<file path="config.mk">
export PLATFORM = sky130hd
export DESIGN_NAME = param_full_adder
export DESIGN_NICKNAME = d
export VERILOG_FILES = /design/src/rtl/param_full_adder_pkg.sv /design/src/rtl/param_full_adder_fa_cell.sv /design/src/rtl/param_full_adder.sv
export SDC_FILE = /design/constraint.sdc
export NUM_CORES = 1
export LEC_CHECK = 0
export BUFFER_PORTS_ARGS = -buffer_cell sky130_fd_sc_hd__buf_4
export CORE_MARGIN = 5
export CORE_UTILIZATION = 42
export CTS_BUF_LIST = sky130_fd_sc_hd__clkbuf_2
export DETAILED_ROUTE_END_ITERATION = 8
export PLACE_DENSITY = 0.82
export SETUP_SLACK_MARGIN = 0.5
export SLEW_MARGIN = 15
export SYNTH_ARGS = -nofsm -noshare
export SYNTH_HDL_FRONTEND = slang
export SYNTH_HIERARCHICAL = 1
export SYNTH_SLANG_ARGS = --single-unit
</file>
<file path="constraint.sdc">
create_clock -name clk -period 0.8 [get_ports clk]
set_input_delay 0 -clock clk [delete_from_list [all_inputs] [get_ports clk]]
set_output_delay 0 -clock clk [all_outputs]
set_load 0.03 [all_outputs]
</file>
<file path="src/rtl/param_full_adder_pkg.sv">
// param_full_adder_pkg
//   Shared definitions for the parameterised ripple-carry adder.
//   MAX_N      : widest operand the block is built for.
//   ripple_w_t : widest {cout, sum} result, for users that carry the full
//                MAX_N-bit result around before narrowing it.
// Width-specific result structs are declared locally in each user, because
// a package typedef cannot depend on a module parameter.
package param_full_adder_pkg;

    localparam int unsigned MAX_N = 64;

    typedef logic [MAX_N:0] ripple_w_t;

endpackage : param_full_adder_pkg

</file>
<file path="src/rtl/param_full_adder_fa_cell.sv">
// param_full_adder_fa_cell
//   One-bit full adder, one link of the carry ripple chain.
//   a_i, b_i : operand bits
//   ci_i     : carry in from the previous cell
//   s_o      : sum bit
//   co_o     : carry out to the next cell
module param_full_adder_fa_cell (
    input  logic a_i,
    input  logic b_i,
    input  logic ci_i,
    output logic s_o,
    output logic co_o
);

    logic p;  // propagate

    assign p    = a_i ^ b_i;
    assign s_o  = p ^ ci_i;
    assign co_o = (a_i & b_i) | (ci_i & p);

endmodule : param_full_adder_fa_cell

</file>
<file path="src/rtl/param_full_adder.sv">
// param_full_adder
//   N-bit ripple-carry adder with carry-in/carry-out and one output register
//   stage qualified by a valid bit.
//   clk       : rising-edge clock
//   rst_n     : asynchronous active-low reset
//   a, b      : unsigned N-bit operands
//   cin       : carry-in (weight 1)
//   in_valid  : operands are captured on this edge when high
//   sum       : registered (a + b + cin) mod 2^N
//   cout      : registered bit N of a + b + cin
//   out_valid : high for one cycle when sum/cout carry a new result
module param_full_adder
    import param_full_adder_pkg::*;
#(
    parameter int N = 16
) (
    input  logic         clk,
    input  logic         rst_n,
    input  logic [N-1:0] a,
    input  logic [N-1:0] b,
    input  logic         cin,
    input  logic         in_valid,
    output logic [N-1:0] sum,
    output logic         cout,
    output logic         out_valid
);

    typedef struct packed {
        logic         cout;
        logic [N-1:0] sum;
    } res_t;

    if (N < 1 || N > int'(MAX_N)) begin : g_bad_n
        $error("param_full_adder: N=%0d outside 1..%0d", N, MAX_N);
    end

    // Carry ripple: c[0] is the external carry-in, c[N] the carry-out.
    logic [N:0]   c;
    logic [N-1:0] s;

    assign c[0] = cin;

    for (genvar i = 0; i < N; i++) begin : g_cell
        param_full_adder_fa_cell u_cell (
            .a_i  (a[i]),
            .b_i  (b[i]),
            .ci_i (c[i]),
            .s_o  (s[i]),
            .co_o (c[i+1])
        );
    end

    res_t res_d, res_q;
    logic vld_q;

    // Registers only load when in_valid is high, so X on idle operands
    // never reaches the outputs.
    always_comb begin
        res_d = res_q;
        if (in_valid) begin
            res_d.cout = c[N];
            res_d.sum  = s;
        end
    end

    always_ff @(posedge clk or negedge rst_n) begin
        if (!rst_n) begin
            res_q <= '0;
            vld_q <= 1'b0;
        end else begin
            res_q <= res_d;
            vld_q <= in_valid;
        end
    end

    assign sum       = res_q.sum;
    assign cout      = res_q.cout;
    assign out_valid = vld_q;

endmodule : param_full_adder

</file>
==> results.toml <==
[timing]
finClkSkew_ns = 0
rsz0062_at_grt = "yes"
holdWs_ns = -0.0281
drv_slew = 0
fin_crit_ns = 5.88
setup_slack_ns = -5.08
worst_pin_slew_ns = 0.302
fmax_mhz = 170
setup_viol_count_final = 34
relSlewSlack_pct = 79.9
fin_crit_sh_pct = 735
hold_viol = 1

[setup_path]
r2r_cells = 2
worstSetupStartpointType = "input pin"
crit_start = "a[0]"
cp_num_buf_inv = 1
critical_path.max_stage_delay_ns = 0.41
rr_startpoint = "sum[5]"
cpMaxStageDelayCell = "fa_2"
cp.arrival_ns = 6.08
cp_data_required_time_ns = 1.00
worstPathCellList = "buf_6 -> fa_2 -> fa_2 -> fa_2 -> fa_2 -> fa_2 -> fa_2 -> fa_2 -> fa_2 -> fa_2 -> fa_2 -> fa_2 -> fa_2 -> fa_2 -> fa_2 -> fa_2 -> fa_2 -> mux2_4"
critPathTopFamily = "adder cells"
path_max_fanout = 1
crit_top_cell = "fa_2"
end_kind = "flip-flop"
worstSetupPathType = "in -> reg"
worst-path-stages = 18

[pwr]
leakage_nw = 0.727
p_per_area_nw_per_um2 = 2080
ir_drop_uv = 1430

[run_status]
failed_checks = "hold timing, setup timing"
status = "finished, violations left"

[placement]
place.port_buffers = 53
dp.cells = 134
place_congestion = 0.673
placed_cell_area_um2 = 1500

[synth]
synth_warnings = 6
synth_seq_cells = 18
seq_area_frac_synth_pct = 43.7
synth_nets = 105
synthDistinctLibCells = 6
syn_area_um2 = 1030
syn-instance-count = 53
avgSynthCellArea_um2 = 19.5

[floorplanning]
die_x_um = 59.5
ios = 54
rows = 18
dieArea_um2 = 3550
die_h_um = 59.5
core_area_um2 = 2410
start_util_pct = 42.8

[clocking]
cts_tree = "done"
cts_made_buffers = 3
clk_latency_ns = 0.29
holdBufCountCts = 1
htreeDepth = 1
clock_path_buffers = 2
clk_pin_slew_ns = 0.16
clock-sinks = 18
cts_root_buf = "clkbuf_2"

[layout]
layoutNonFillerInstCount = 141
fin_area_um2 = 1630
multi_input_area_um2 = 601
fill_cells = 182
num_antenna_cells = 0
fin_nets = 164
area.sequential_um2 = 472
drive_above_1_share_pct = 97.3
final_core_util_pct = 67.5
area_growth_syn_to_layout_pct = 57.8

[global_route]
grt_pass1_vias = 815
grt_usage_pct = 15.1
antenna_found_initial = 0
grt_pass1_wl_um = 3730
grt_max_degree = 19
overflow = 0

[flow_run]
max-cap-violations = 0

[route]
vias = 672
drc = 0
avgRoutedWirePerCell_um = 16.4
ant_nets = 0
via_per_inst = 4.77
routed_wl_um = 2310
drtIter0Drc = 5
drtPass1Iterations = 2

[min_path]
hold_path_class = "in -> reg"
holdCritStartpoint = "in_valid"
min_path_cells = 1
[area by class of cell]
cell class	count	share of cell area, %
multi-input combinational	33	36.9
timing repair buffer	56	30.6
sequential	18	29.0
tap	30	2.31
clock buffer	3	0.923
clock inverter	1	0.231
[per-layer routing]
metal | vias to the layer above | wire (um) | share of wire (%) | global-route usage, %
met5 | - | 0 | 0 | 0
met3 | 2 | 178 | 7.7 | 4.79
met1 | 350 | 747 | 32 | 16.4
li1 | 291 | - | - | -
met4 | 0 | 14 | 0.61 | 6.65
met2 | 29 | 1370 | 59 | 26.8
[power breakdown]
part / internal, mW / total (mW) / switching [mW] / leakage [nW]
combinational: 0.902 / 1.67 / 0.766 / 0.519
clock: 0.109 / 0.403 / 0.294 / 0.0140
sequential: 1.15 / 1.31 / 0.154 / 0.193
total: 2.16 / 3.38 / 1.21 / 0.727
[cells by family (layout without fill, tap and decap cells)]
family,after synthesis,count (layout),synth area share [%]
adder cells (fa/ha/maj),16,16,31.1
buffers and inverters,2,60,3.03
flip-flops,18,18,43.7
multiplexers,17,17,22.2
[state kept, by name, summed over array words and instances (netlist names)]
| signal | count |
|---|---|
| out_valid | 1 |
| cout | 1 |
| sum | 16 |
[cells in the final DEF, fill, tap and decap left out]
cell type / count
clkbuf_2: 3
buf_6: 20
buf_4: 35
fa_2: 16
mux2_4: 13
clkinv_1: 1
mux2_2: 4
dfrtp_2: 17
dlygate4sd3_1: 1
dfrtp_1: 1
[Yosys cell counts, drive strengths merged]
cell,instances,area share [%]
fa,16,31
dfrtp,18,44
mux2,17,22
buf,2,3.0
[final timing paths]
check / end / slack, ns
worst max-delay path: sum[15] / -5.08
worst min-delay path: out_valid / -0.03
worst max register to register: sum[5] / -0.12
worst min register to register: sum[1] / 0.55
max in group asynchronous: sum[13] / 0.54
min in group asynchronous: sum[8] / 0.06
[repair_timing]
item / in CTS / in global routing
pin swaps: 0 / 0
setup endpoints to repair: 35 / 46
hold endpoints to repair: 19 / 1
gates resized for setup: 22 / 1
buffers inserted: 1 / 1
[through the flow]
step           total power [mW]  setup WS, ns  hold slack (ns)  TNS, ns
6_report                   3.38         -5.08          -0.0281   -45.71
3_3_place_gp               2.71         -5.37           -0.116   -49.60
4_1_cts                    3.40         -5.09          -0.0515   -46.21
3_5_place_dp               2.77         -5.47           -0.119   -50.51
5_1_grt                    3.59         -5.17          -0.0701   -47.61
2_1_floorplan              2.14         -5.13           -0.296   -46.36
Note: power is estimated with default switching activity, not from simulation.
